`src/rtl/lsu_ctrl_if.sv`:
```
// lsu_ctrl_if: execute-side request/response and data-memory bus bundles.
// master drives the request; slave answers it.
interface lsu_req_if #(
  parameter int XLEN   = 32,
  parameter int ADDR_W = 32
);
  logic              req_valid;
  logic              req_ready;
  logic              req_we;
  logic [2:0]        req_funct3;
  logic [ADDR_W-1:0] req_addr;
  logic [XLEN-1:0]   req_wdata;
  logic              resp_valid;
  logic [XLEN-1:0]   resp_rdata;
  logic              resp_err;

  modport master (
    output req_valid, req_we, req_funct3,
    output req_addr, req_wdata,
    input  req_ready, resp_valid,
    input  resp_rdata, resp_err
  );

  modport slave (
    input  req_valid, req_we, req_funct3,
    input  req_addr, req_wdata,
    output req_ready, resp_valid,
    output resp_rdata, resp_err
  );
endinterface

interface lsu_mem_if #(
  parameter int XLEN   = 32,
  parameter int ADDR_W = 32
);
  logic              mem_req;
  logic              mem_we;
  logic [ADDR_W-1:0] mem_addr;
  logic [XLEN/8-1:0] mem_be;
  logic [XLEN-1:0]   mem_wdata;
  logic              mem_gnt;
  logic              mem_rvalid;
  logic [XLEN-1:0]   mem_rdata;

  modport master (
    output mem_req, mem_we, mem_addr,
    output mem_be, mem_wdata,
    input  mem_gnt, mem_rvalid, mem_rdata
  );

  modport slave (
    input  mem_req, mem_we, mem_addr,
    input  mem_be, mem_wdata,
    output mem_gnt, mem_rvalid, mem_rdata
  );
endinterface

```
`src/rtl/lsu_ctrl.sv`:
```
// lsu_ctrl: load/store unit between execute and the data-memory port.
// Define MISALIGNED_SPLIT_EN to split line-crossing accesses in two beats.
module lsu_ctrl #(
  parameter int XLEN   = 32,
  parameter int ADDR_W = 32
) (
  input  logic      clk,
  input  logic      rst,
  lsu_req_if.slave  req,
  lsu_mem_if.master mem
);
  localparam int NB = XLEN / 8;
  localparam int OW = $clog2(NB);
  localparam int BW = 2 * NB;
`ifdef MISALIGNED_SPLIT_EN
  localparam int  WW    = 2 * XLEN;
  localparam bit  SPLIT = 1'b1;
`else
  localparam bit  SPLIT = 1'b0;
`endif

  typedef enum logic [2:0] {
    IDLE, REQ0, WAIT0, REQ1, WAIT1, RESP
  } state_t;

  state_t state, state_n;

  logic              we_q;
  logic              sext_q;
  logic              err_q;
  logic [OW-1:0]     off_q;
  logic [3:0]        size_q;
  logic [ADDR_W-1:0] base_q;
  logic [XLEN-1:0]   wdata_q;
  logic [XLEN-1:0]   rd0_q;
`ifdef MISALIGNED_SPLIT_EN
  logic              split_q;
  logic [XLEN-1:0]   rd1_q;
`endif

  logic [3:0]    d_size;
  logic [OW-1:0] d_off;
  logic [4:0]    d_end;
  logic          d_ill;
  logic          d_cross;
  logic          d_err;
  logic          d_sext;

  always_comb begin
    d_size  = 4'd1 << req.req_funct3[1:0];
    d_off   = req.req_addr[OW-1:0];
    d_end   = 5'(d_off) + 5'(d_size);
    d_cross = d_end > 5'(NB);
    d_ill   = (req.req_funct3 == 3'b111)
           || (req.req_we && req.req_funct3[2])
           || ((XLEN == 32)
               && (req.req_funct3 == 3'b011
                || req.req_funct3 == 3'b110));
    d_err   = d_ill || (d_cross && !SPLIT);
    d_sext  = !req.req_funct3[2]
           && (req.req_funct3[1:0] != 2'b11);
  end

  // Lane placement of the access window
  logic [NB-1:0]   be0;
  logic [XLEN-1:0] wd0;
`ifdef MISALIGNED_SPLIT_EN
  logic [NB-1:0]   be1;
  logic [XLEN-1:0] wd1;
  logic [BW-1:0]   be_win;
  logic [WW-1:0]   wd_win;

  assign be_win = ((BW'(1) << size_q) - BW'(1)) << off_q;
  assign wd_win = {{XLEN{1'b0}}, wdata_q} << {off_q, 3'b000};
  assign be0    = be_win[NB-1:0];
  assign be1    = be_win[BW-1:NB];
  assign wd0    = wd_win[XLEN-1:0];
  assign wd1    = wd_win[WW-1:XLEN];
`else
  assign be0 = NB'(((BW'(1) << size_q) - BW'(1)) << off_q);
  assign wd0 = wdata_q << {off_q, 3'b000};
`endif

  logic [XLEN-1:0] ld_val;
  logic [XLEN-1:0] ld_mask;
  logic [XLEN-1:0] ld_res;
  logic            ld_sbit;

  // A shift of XLEN or more empties the one, so a full-width mask is all ones
  always_comb begin
`ifdef MISALIGNED_SPLIT_EN
    ld_val  = XLEN'({rd1_q, rd0_q} >> {off_q, 3'b000});
`else
    ld_val  = rd0_q >> {off_q, 3'b000};
`endif
    ld_mask = (XLEN'(1) << {size_q, 3'b000}) - XLEN'(1);
    ld_sbit = |(ld_val & (ld_mask ^ (ld_mask >> 1)));
    ld_res  = (sext_q && ld_sbit) ? (ld_val | ~ld_mask)
                                  : (ld_val & ld_mask);
  end

  always_ff @(posedge clk) begin
    if (rst) begin
      state <= IDLE;
    end else begin
      state <= state_n;
    end
  end

  always_ff @(posedge clk) begin
    if (rst) begin
      we_q    <= 1'b0;
      sext_q  <= 1'b0;
      err_q   <= 1'b0;
      off_q   <= '0;
      size_q  <= '0;
      base_q  <= '0;
      wdata_q <= '0;
      rd0_q   <= '0;
`ifdef MISALIGNED_SPLIT_EN
      split_q <= 1'b0;
      rd1_q   <= '0;
`endif
    end else begin
      if (state == IDLE && req.req_valid) begin
        we_q    <= req.req_we;
        sext_q  <= d_sext;
        err_q   <= d_err;
        off_q   <= d_off;
        size_q  <= d_size;
        base_q  <= {req.req_addr[ADDR_W-1:OW], {OW{1'b0}}};
        wdata_q <= req.req_wdata;
        rd0_q   <= '0;
`ifdef MISALIGNED_SPLIT_EN
        split_q <= d_cross;
        rd1_q   <= '0;
`endif
      end
      if (state == WAIT0 && mem.mem_rvalid) begin
        rd0_q <= mem.mem_rdata;
      end
`ifdef MISALIGNED_SPLIT_EN
      if (state == WAIT1 && mem.mem_rvalid) begin
        rd1_q <= mem.mem_rdata;
      end
`endif
    end
  end

  always_comb begin
    state_n         = state;
    req.req_ready   = 1'b0;
    req.resp_valid  = 1'b0;
    req.resp_rdata  = '0;
    req.resp_err    = 1'b0;
    mem.mem_req     = 1'b0;
    mem.mem_we      = 1'b0;
    mem.mem_addr    = '0;
    mem.mem_be      = '0;
    mem.mem_wdata   = '0;
    unique case (state)
      IDLE: begin
        req.req_ready = 1'b1;
        if (req.req_valid) begin
          state_n = d_err ? RESP : REQ0;
        end
      end
      REQ0: begin
        mem.mem_req   = 1'b1;
        mem.mem_we    = we_q;
        mem.mem_addr  = base_q;
        mem.mem_be    = be0;
        mem.mem_wdata = we_q ? wd0 : '0;
        if (mem.mem_gnt) begin
`ifdef MISALIGNED_SPLIT_EN
          if (!we_q)        state_n = WAIT0;
          else if (split_q) state_n = REQ1;
          else              state_n = RESP;
`else
          state_n = we_q ? RESP : WAIT0;
`endif
        end
      end
      WAIT0: begin
        if (mem.mem_rvalid) begin
`ifdef MISALIGNED_SPLIT_EN
          state_n = split_q ? REQ1 : RESP;
`else
          state_n = RESP;
`endif
        end
      end
`ifdef MISALIGNED_SPLIT_EN
      REQ1: begin
        mem.mem_req   = 1'b1;
        mem.mem_we    = we_q;
        mem.mem_addr  = base_q + ADDR_W'(NB);
        mem.mem_be    = be1;
        mem.mem_wdata = we_q ? wd1 : '0;
        if (mem.mem_gnt) begin
          state_n = we_q ? RESP : WAIT1;
        end
      end
      WAIT1: begin
        if (mem.mem_rvalid) begin
          state_n = RESP;
        end
      end
`endif
      RESP: begin
        req.resp_valid = 1'b1;
        req.resp_err   = err_q;
        req.resp_rdata = (we_q || err_q) ? '0 : ld_res;
        state_n        = IDLE;
      end
      default: state_n = IDLE;
    endcase
  end
endmodule
```
`src/flat_wrapper.sv`:
```
// flat-port wrapper written by rule: the top's interface ports become plain ports
module lsu_ctrl_flat 
#(
  parameter int XLEN   = 32,
  parameter int ADDR_W = 32
)
  (clk, rst, req_req_valid, req_req_we, req_req_funct3, req_req_addr, req_req_wdata, req_req_ready, req_resp_valid, req_resp_rdata, req_resp_err, mem_mem_req, mem_mem_we, mem_mem_addr, mem_mem_be, mem_mem_wdata, mem_mem_gnt, mem_mem_rvalid, mem_mem_rdata);
  lsu_req_if #(.XLEN(XLEN), .ADDR_W(ADDR_W)) req_i ();
  lsu_mem_if #(.XLEN(XLEN), .ADDR_W(ADDR_W)) mem_i ();
  input  logic clk;
  input  logic rst;
  input wire logic [$bits(req_i.req_valid)-1:0] req_req_valid;
  input wire logic [$bits(req_i.req_we)-1:0] req_req_we;
  input wire logic [$bits(req_i.req_funct3)-1:0] req_req_funct3;
  input wire logic [$bits(req_i.req_addr)-1:0] req_req_addr;
  input wire logic [$bits(req_i.req_wdata)-1:0] req_req_wdata;
  output wire logic [$bits(req_i.req_ready)-1:0] req_req_ready;
  output wire logic [$bits(req_i.resp_valid)-1:0] req_resp_valid;
  output wire logic [$bits(req_i.resp_rdata)-1:0] req_resp_rdata;
  output wire logic [$bits(req_i.resp_err)-1:0] req_resp_err;
  output wire logic [$bits(mem_i.mem_req)-1:0] mem_mem_req;
  output wire logic [$bits(mem_i.mem_we)-1:0] mem_mem_we;
  output wire logic [$bits(mem_i.mem_addr)-1:0] mem_mem_addr;
  output wire logic [$bits(mem_i.mem_be)-1:0] mem_mem_be;
  output wire logic [$bits(mem_i.mem_wdata)-1:0] mem_mem_wdata;
  input wire logic [$bits(mem_i.mem_gnt)-1:0] mem_mem_gnt;
  input wire logic [$bits(mem_i.mem_rvalid)-1:0] mem_mem_rvalid;
  input wire logic [$bits(mem_i.mem_rdata)-1:0] mem_mem_rdata;
  assign req_i.req_valid = req_req_valid;
  assign req_i.req_we = req_req_we;
  assign req_i.req_funct3 = req_req_funct3;
  assign req_i.req_addr = req_req_addr;
  assign req_i.req_wdata = req_req_wdata;
  assign req_req_ready = req_i.req_ready;
  assign req_resp_valid = req_i.resp_valid;
  assign req_resp_rdata = req_i.resp_rdata;
  assign req_resp_err = req_i.resp_err;
  assign mem_mem_req = mem_i.mem_req;
  assign mem_mem_we = mem_i.mem_we;
  assign mem_mem_addr = mem_i.mem_addr;
  assign mem_mem_be = mem_i.mem_be;
  assign mem_mem_wdata = mem_i.mem_wdata;
  assign mem_i.mem_gnt = mem_mem_gnt;
  assign mem_i.mem_rvalid = mem_mem_rvalid;
  assign mem_i.mem_rdata = mem_mem_rdata;
  lsu_ctrl #(.XLEN(XLEN), .ADDR_W(ADDR_W)) u_core (.clk(clk), .rst(rst), .req(req_i), .mem(mem_i));
endmodule
```
`config.mk`:
```
export PLATFORM = sky130hd
export DESIGN_NAME = lsu_ctrl_flat
export DESIGN_NICKNAME = d
export VERILOG_FILES = /design/src/rtl/lsu_ctrl_if.sv /design/src/rtl/lsu_ctrl.sv /design/src/flat_wrapper.sv
export SDC_FILE = /design/constraint.sdc
export NUM_CORES = 1
export LEC_CHECK = 0
export BUFFER_PORTS_ARGS = -buffer_cell sky130_fd_sc_hd__buf_2
export CAP_MARGIN = 20
export CELL_PAD_IN_SITES_DETAIL_PLACEMENT = 1
export CELL_PAD_IN_SITES_GLOBAL_PLACEMENT = 1
export CORE_MARGIN = 5
export CORE_UTILIZATION = 30
export CTS_CLUSTER_DIAMETER = 50
export DETAILED_ROUTE_END_ITERATION = 7
export GPL_TIMING_DRIVEN = 0
export PLACE_DENSITY = 0.77
export REMOVE_ABC_BUFFERS = 1
export SYNTH_ARGS = -nofsm -noshare
export SYNTH_HDL_FRONTEND = slang
export SYNTH_SLANG_ARGS = --single-unit
```
`constraint.sdc`:
```
create_clock -name clk -period 4.4 [get_ports clk]
set_input_delay 0.44 -clock clk [delete_from_list [all_inputs] [get_ports clk]]
set_output_delay 0.44 -clock clk [all_outputs]
set_load 0.01 [all_outputs]
```
# Word-level counts from Yosys, hierarchy flattened

Index checks and enable logic that the tools add are counted.

Flip-flop bits (word level): 106
Bits in latches: 0
RAM bits: 0
Memory bits (read-only): 0
Input bits: 105
Output and inout port bits: 105
Memories: 0

$add $sub $neg: 3
Multipliers: 0
Divide/modulo/power cells: 0
$lt $le $gt $ge: 1
Eq/ne operators: 10
Shift operators: 6
Muxes and demuxes: 20
Bitwise operators: 5
Reduce and logical (&&, ||, !) cells: 15

Operators with widths:

| cell                                                                  | number |
|---|---|
| 32-bit two-way mux                                                    | 8 |
| 32-bit AND                                                            | 2 |
| 32-bit NOT                                                            | 1 |
| 32-bit OR                                                             | 1 |
| 32-bit OR reduction                                                   | 1 |
| 1-bit by 7-bit left shift with 32-bit output, first input constant    | 1 |
| 32-bit by 5-bit left shift with 32-bit output                         | 1 |
| 32-bit by 5-bit right shift with 32-bit output                        | 1 |
| 32-bit by 2-bit subtractor with 32-bit output, second input constant  | 1 |
| 32-bit by 31-bit bitwise XOR with 32-bit output                       | 1 |
| 3-bit two-way mux                                                     | 5 |
| 3-bit equality test, second input constant                            | 3 |
| 3-bit case mux with 3 select lines                                    | 1 |
| 2-bit != test, second input constant                                  | 4 |
| 1-bit by 4-bit left shift with 8-bit output, first input constant     | 1 |
| 8-bit by 2-bit left shift with 4-bit output                           | 1 |
| 8-bit by 2-bit subtractor with 8-bit output, second input constant    | 1 |
| 3-bit by 2-bit equality test with 1-bit output, second input constant | 2 |
| 2-bit by 4-bit adder with 5-bit output                                | 1 |
| 5-bit by 3-bit > comparator with 1-bit output, second input constant  | 1 |
| 1-bit logical AND                                                     | 5 |
| 1-bit logical OR                                                      | 5 |
| 1-bit two-way mux                                                     | 5 |
| 4-bit two-way mux                                                     | 1 |
| 6 further kinds                                                       | 6 |

# Longest topological paths before layout

Gate-level depths: netlist of the first run.

Depth after elaboration: 9
Depth in mapped cells: 8

# Worst setup path before layout of the first run

No wires, ideal clock.

Path type: register to output
From: register u_core.size_q[3]
To: output port req_resp_rdata[15]
Data arrival time: 2.131 ns
Required time: 3.960 ns
Slack: 1.829 ns
Cell stages (with the launch flop): 9
Path buffers: 0
Cells stage by stage: dfxtp_1 nor3_1 nand2_1 ha_1 nor4_1 nor4_1 a221o_2 o211ai_4 o31ai_1

Word-level cells in the longest chain between the ends: 9
Elaborated cells on any way between the ends: 12

Ends and longest elaborated chain:

| item                                              | RTL line           | source |
|---|---|---|
| from (decl)                                       | lsu_ctrl.sv:32     | `logic [3:0] size_q;` |
| from (signal assigned)                            | lsu_ctrl.sv:130    | `size_q <= d_size;` |
| 1-bit by 7-bit left shift with 32-bit output (*)  | lsu_ctrl.sv:96     | `ld_mask = (XLEN'(1) << {size_q, 3'b000}) - XLEN'(1);` |
| 32-bit by 2-bit subtractor with 32-bit output (*) | lsu_ctrl.sv:96     |  |
| 32-bit by 31-bit bitwise XOR with 32-bit output   | lsu_ctrl.sv:97     | `ld_sbit = \|(ld_val & (ld_mask ^ (ld_mask >> 1)));` |
| 32-bit AND                                        | lsu_ctrl.sv:97     |  |
| 32-bit OR reduction                               | lsu_ctrl.sv:97     |  |
| 1-bit logical AND                                 | lsu_ctrl.sv:98     | `ld_res = (sext_q && ld_sbit) ? (ld_val \| ~ld_mask)` |
| 32-bit two-way mux (*)                            | lsu_ctrl.sv:98     |  |
| 32-bit two-way mux (*)                            | lsu_ctrl.sv:213    | `req.resp_rdata = (we_q \|\| err_q) ? '0 : ld_res;` |
| 32-bit two-way mux (*)                            | lsu_ctrl.sv:161    | `unique case (state)` |
| to (decl)                                         | flat_wrapper.sv:19 | `output wire logic [$bits(req_i.resp_rdata)-1:0] req_resp_rdata;` |

Every way passes the cells marked *; elsewhere a longest branch is shown, timed or not.

# Worst setup path after layout of the first run

From: register u_core.state[1]
To: output port mem_mem_wdata[6]

Word-level cells in the longest chain between the ends: 2

Ends and longest elaborated chain:

| item                                           | RTL line           | source |
|---|---|---|
| from (decl)                                    | lsu_ctrl.sv:26     | `state_t state, state_n;` |
| from (signal assigned)                         | lsu_ctrl.sv:106    | `state <= state_n;` |
| 3-bit by 1-bit equality test with 1-bit output | lsu_ctrl.sv:161    |  |
| 32-bit two-way mux                             | lsu_ctrl.sv:161    |  |
| to (decl)                                      | flat_wrapper.sv:25 | `output wire logic [$bits(mem_i.mem_wdata)-1:0] mem_mem_wdata;` |

No other way between the ends.

==> run metrics, run 1 <==
normalized max-slew margin=33.77%; met3 Use GR=under 10%; clock root buffer=clkbuf_16; clk buf depth=2; DRT iter0 DRCs=216; CP Class=reg -> out; Final Cycle Share=82.82%; Worst Path Required=3.96 ns; Design Power=0.003079 W; maxcap violations=0; routability cong.=a little under 0.9; DP HPWL=14890 um; H-tree depth=3; synth-to-layout area growth=27.53%; worst hold path class=in -> reg; Final Skew=0.01007 ns; unrepaired setup endpoints after global routing=false; CP Data Arrival Time=about 3.2 ns; detailed-route wire length per cell=16.96 um; met1 Use GR=21.66%; final worst slack=0.7561 ns; Clock transition at path regs=around 0.08 ns; Primary FF master, synth=dfxtp_1; final net count=between 1000 and 1500; Avg Cell Area, Syn=~7.3 sq um; placed insts=1202; Slew Viols, Final=0; worst vdd ir=~0.19 mV; Overflow after GRT=0; Core Rows=50; min Tclk post-route=~3.6 ns; CP max FO=34; GR peak layer=met2; Skew-Pair Late Insertion Delay=around 0.36 ns; outcome=complete, no violations; CP startpoint kind=flip-flop; setup total negative slack=0 ns; total CTS buffers=9; die height=between 100 and 150 um; antenna-violating nets left=0; Placeable Area=~19000 sq um; Final Hold Vio Count=0; largest net degree at the start of global routing=between 60 and 70; Vias/cell=4.969; Initial Utilization=30.58%; full die area=22070 sq um; share of cells above drive strength 1=26.75%; # hold bufs at CTS=0; met2 global-route usage=roughly 31%; Setup Viol. Count Final=0; TritonCTS clock tree=done; f_max=274.4 MHz; Yosys top cell by area=dfxtp_1; vias in the first global route=~6300; sequential-to-total area share from yosys stat=36.85%; Worst setup EP type=primary output; static leakage=between 3 and 4 nW; Synth area leaders=dfxtp_1 (37%), nand2_1 (15%), a21oi_1 (9.8%), mux2i_1 (5.9%), and2_1 (4.5%); GRT Util Overall=18.39%; Post-Route WL=between 20000 and 25000 um; CTS Sinks=106; Mapped Cells=791; YS warnings=0; IO Count=210; post-synth top area share=36.85%; input/output buffers=between 200 and 250; initial antenna violation count=3; Mapped Area=~5800 sq um; DR pass1 iterations=4; Yosys reg bits=106; post_cts resized=0; Post-Layout Cell Count=about 1200; Worst Max-Slew Pin Slew=0.9914 ns; asr flop ratio synth=0%; PD cells=419.2 nW/um^2; first-pass GRT wire length=32990 um; Vias=6057; dpl ws=approximately 1.0 ns; Die X-Extent=148.6 um; Post-CTS Setup Bufs=0; Yosys cell types=52; EDFF count, synth=0; residual DRC count=0
## logic make-up (layout without fill, tap and decap cells)
family          Yosys count  after routing  share of synthesized area (%)
simple gates            380            380                          29.20
compound gates          174            174                          18.36
flops                   106            106                          36.85
buf+inv                  74            239                          5.192
mux                      47             47                          8.451
fa+ha+maj                 6              6                          1.434
xor+xnor                  3              3                         0.4563
other cells               1              4                        0.06511
## worst max-delay path, stage by stage (launching register included)
cell and delay (ns):
dfxtp_1 0.38, nand2b_1 0.19, or2_1 0.34, inv_2 0.43, nand3b_1 0.50, nor2_1 0.65, and2_1 0.21, buf_2 0.14
## where the power goes
group	internal, W	total [W]	switching [W]
combinational	0.000357	0.000991	0.000634
sequential	0.00109	0.00123	0.000131
clock	0.000476	0.000862	0.000386
total	0.00193	0.00308	0.00115
## placed cells by master (no fill, tap or decap), types with 4 or more instances in the layout
cell type  instances
nand3_1           35
nor2_1            43
o22ai_1            7
and2_1            40
dfxtp_1          104
buf_12             4
o21ai_1            8
clkbuf_16         10
nand3b_1           4
mux2i_1           34
nor3_1             5
a21oi_1          113
nor2b_1           12
nand2_1          223
a211oi_1          20
o211ai_1           7
nand2b_1           4
ha_1               5
buf_2            206
mux2_2            10
inv_1              7
## final cells by class
class / count / area, sq um
Antenna cell: 2 / 5.005
Clock buffer: 10 / 250.2
Clock inverter: 5 / 60.06
Fill cell: 2420 / 11490
Inverter: 10 / 37.54
Multi-Input combinational cell: 612 / 3351
Sequential cell: 106 / 2127
Tap cell: 260 / 325.3
Timing Repair Buffer: 214 / 1189
## sequential cells by signal (all words and copies together) (netlist names)
name	cells
u_core.state	3
u_core.wdata_q	32
u_core.size_q	4
u_core.err_q	1
u_core.base_q	30
u_core.we_q	1
u_core.rd0_q	32
u_core.sext_q	1
u_core.off_q	2
## Yosys cell counts (4+ instances only)
library cell  number
ha_1               5
clkbuf_1          46
nor2b_1           12
mux2_2            10
nand3b_1           4
nor3_1             5
buf_1              5
a21oi_1          113
o21ai_1            8
mux2i_1           34
a211oi_1          20
nand3_1           35
and2_1            41
buf_2             10
nand2b_1           4
o22ai_1            7
inv_1              7
nor2_1            43
o211ai_1           7
dfxtp_1          106
nand2_1          224
## path summary, 6_finish.rpt
kind	from	to	slack, ns	depth (start not counted)
worst max register to register	u_core.state[1]	u_core.state[2]	2.05	5
worst min-delay path	req_req_addr[12]	u_core.base_q[12]	0.32	3
worst min register to register	u_core.base_q[21]	u_core.base_q[21]	0.45	2
worst max-delay path	u_core.state[1]	mem_mem_wdata[6]	0.76	7
## metrics by stage
stage	util (%)	hold slack, ns	cell area, sq um
6_report	39.00	0.3151	7345
5_1_grt	38.99	0.3069	7342
4_1_cts	38.98	0.2969	7340
3_5_place_dp	37.33	0.4423	7029
3_3_place_gp	36.45	0.4377	6863
2_1_floorplan	-	0.4257	5502
## routing by layer
layer / vias to the layer above / routed length [um]
met3: 19 / 2216
met2: 194 / 9432
met5: - / 21
met4: 4 / 231
met1: 2852 / 8771
li1: 2988 / -
(Power assumes the default switching activity.)
==> inputs of run 2 (changes only) <==
--- a/config.mk
+++ b/config.mk
@@ -14,7 +14,7 @@
 export CTS_CLUSTER_DIAMETER = 50
 export DETAILED_ROUTE_END_ITERATION = 7
 export GPL_TIMING_DRIVEN = 0
-export PLACE_DENSITY = 0.77
+export PLACE_DENSITY = 0.8
 export REMOVE_ABC_BUFFERS = 1
 export SYNTH_ARGS = -nofsm -noshare
 export SYNTH_HDL_FRONTEND = slang
==> constraint.sdc (replaced) <==
create_clock -name clk -period 3.2 [get_ports clk]
set_input_delay 0.32 -clock clk [delete_from_list [all_inputs] [get_ports clk]]
set_output_delay 0.32 -clock clk [all_outputs]
set_load 0.01 [all_outputs]
==> run 2 against run 1 <==
  * Sequential cell count is the same
  * Total power grew 40%
  * Critical path depth is the same
  * Die area is the same
  * Clock power grew 38%
  * Non-clock buffer count grew 8
  * Core utilization grew 0.63 points
  * Worst hold slack lost 0.12 ns
==> run metrics, run 2 (synthesized netlist as in run 1, its figures left out) <==
Min Hold Slack=0.1966 ns (-0.1185 ns); vias in the first global route=6327 (+1.2%); antenna-violating nets left=0 (unchanged); static leakage=3.235 nW (+1.9%); clock root buffer=clkbuf_16; detailed-route wire length per cell=17.12 um (+0.93%); min Tclk post-route=between 3 and 4 ns; normalized max-slew margin=32.42% (-1.4 points); worst hold path class=in -> reg; DRT iter0 DRCs=135 (-38%); full die area=22070 sq um (unchanged); largest registers=u_core.rd0_q (32), u_core.wdata_q (32), u_core.base_q (30); CP Data Arrival Time=2.70 ns (-0.50 ns); Die X-Extent=148.6 um (unchanged); routability cong.=0.8035 (-7.1%); clk buf depth=2 (unchanged); DP HPWL=15300 um (+2.7%); Setup Viol. Count Final=0 (unchanged); CP top delay family=compound AO/OA/AOI/OAI gates; H-tree depth=3 (unchanged); input/output buffers=207 (unchanged); largest net degree at the start of global routing=60 (-10%); CP Class=reg -> out; CP Cell Sequence=buf_12, mux2_2, mux2_2, a221o_2, o211ai_4, nand2_1, buf_2; Worst Max-Slew Pin Slew=1.012 ns (+0.02024 ns); Final Skew=0.008826 ns (-0.001245 ns); DR pass1 iterations=4 (unchanged); Post-Route WL=20990 um (+1.5%); maxcap violations=0 (unchanged); leading cell types in the layout, fill and taps excluded=nand2_1 (221), buf_2 (206), a21oi_1 (113); PD cells=576.1 nW/um^2 (+37%); final net count=1072 (+0.75%); setup total negative slack=0 ns (unchanged); Core Rows=50 (unchanged); Overflow after GRT=0 (unchanged); worst vdd ir=0.2402 mV (+27%); unrepaired setup endpoints after global routing=false; Worst Path Required=2.88 ns (-1.08 ns); Clock transition at path regs=0.08 ns (about the same); first-pass GRT wire length=33480 um (+1.5%); CP bufs+invs=2 (unchanged); Max Used Layer=met5; Final Hold Vio Count=0 (unchanged); GRT Util Overall=18.74% (+0.35 points); Placeable Area=18830 sq um (unchanged); Vias=6061 (+0.066%); Worst path slowest cell=a221o_2; crit-path max cell delay=0.44 ns (-0.21 ns); CTS Sinks=106 (unchanged); f_max=331.4 MHz; share of cells above drive strength 1=28.36% (+1.6 points); Worst setup EP type=primary output; most common cell after layout, fill and taps aside=nand2_1; initial antenna violation count=1 (-2); synth-to-layout area growth=29.59%; antenna cells=0 (-2); die height=148.6 um (unchanged); total CTS buffers=9 (unchanged); Post-Layout Cell Count=1226 (+0.57%); Slew Viols, Final=0 (unchanged); TritonCTS clock tree=done; met3 wire len=1998 um (-9.8%); IO Count=210 (unchanged); Initial Utilization=30.58% (unchanged); Design Power=0.004300 W (+40%); most frequent CP cell=mux2_2; CP startpoint kind=flip-flop; Final Cycle Share=94.29%; WL met1=9072 um (+3.4%); outcome=complete, no violations; placed cell areas=7049 sq um (+0.28%); residual DRC count=0 (unchanged); wire length on met2=9721 um (+3.1%); Skew-Pair Late Insertion Delay=0.35 ns (about the same); placed insts=1202 (unchanged); Vias/cell=4.944 (-0.51%); CP max FO=40 (+18%); Finished Cell Area=7463 sq um (+1.6%)
[run 2: area by class of cell]
| class | instances | area (sq um) |
|---|---|---|
| Clock inverter | 6 | 70.07 |
| Sequential cell | 106 | 2131 |
| Inverter | 10 | 38.79 |
| Fill cell | 2396 | 11370 |
| Clock buffer | 10 | 239.0 |
| Tap cell | 260 | 325.3 |
| Multi-Input combinational cell | 612 | 3383 |
| Timing Repair Buffer | 222 | 1276 |
[run 2: what timing repair did]
action,4_1_cts,5_1_grt
pin swaps,2,3
setup endpoints to repair,42,31
hold buffers,0,0
buffers inserted,6,2
gates resized for setup,4,8
[run 2: per-layer routing]
metal / vias up / track usage, %
li1: 3002 / -
met1: 2855 / 22.37
met2: 189 / 31.80
met3: 13 / 7.191
met4: 2 / 4.527
met5: - / 0
[run 2: report_power, final]
part / switching (W) / total (W) / internal, W
registers: 0.000159 / 0.00166 / 0.00151
clock network: 0.000550 / 0.00119 / 0.000640
logic: 0.000923 / 0.00144 / 0.000522
total: 0.00163 / 0.00430 / 0.00267
[run 2: tightest hold or removal path, stage by stage]
cell	delay (ns)
buf_2	0.09
nand2_1	0.05
a21oi_1	0.05
[run 2: per-stage QoR]
stage,setup slack [ns],utilization [%]
6_report,0.1828,39.63
5_1_grt,0.02895,39.63
4_1_cts,0.0002371,39.44
3_5_place_dp,-0.04838,37.44
3_3_place_gp,-1.625,36.45
2_1_floorplan,-0.6470,-
[run 2: worst paths after layout]
check                     from                 end  slack, ns  cells past startpoint
min           req_req_addr[26]   u_core.base_q[26]       0.20                      3
max reg2reg    u_core.state[2]       u_core.sext_q       1.07                      6
max            u_core.off_q[0]  req_resp_rdata[27]       0.18                      7
min reg2reg  u_core.base_q[15]   u_core.base_q[15]       0.45                      2
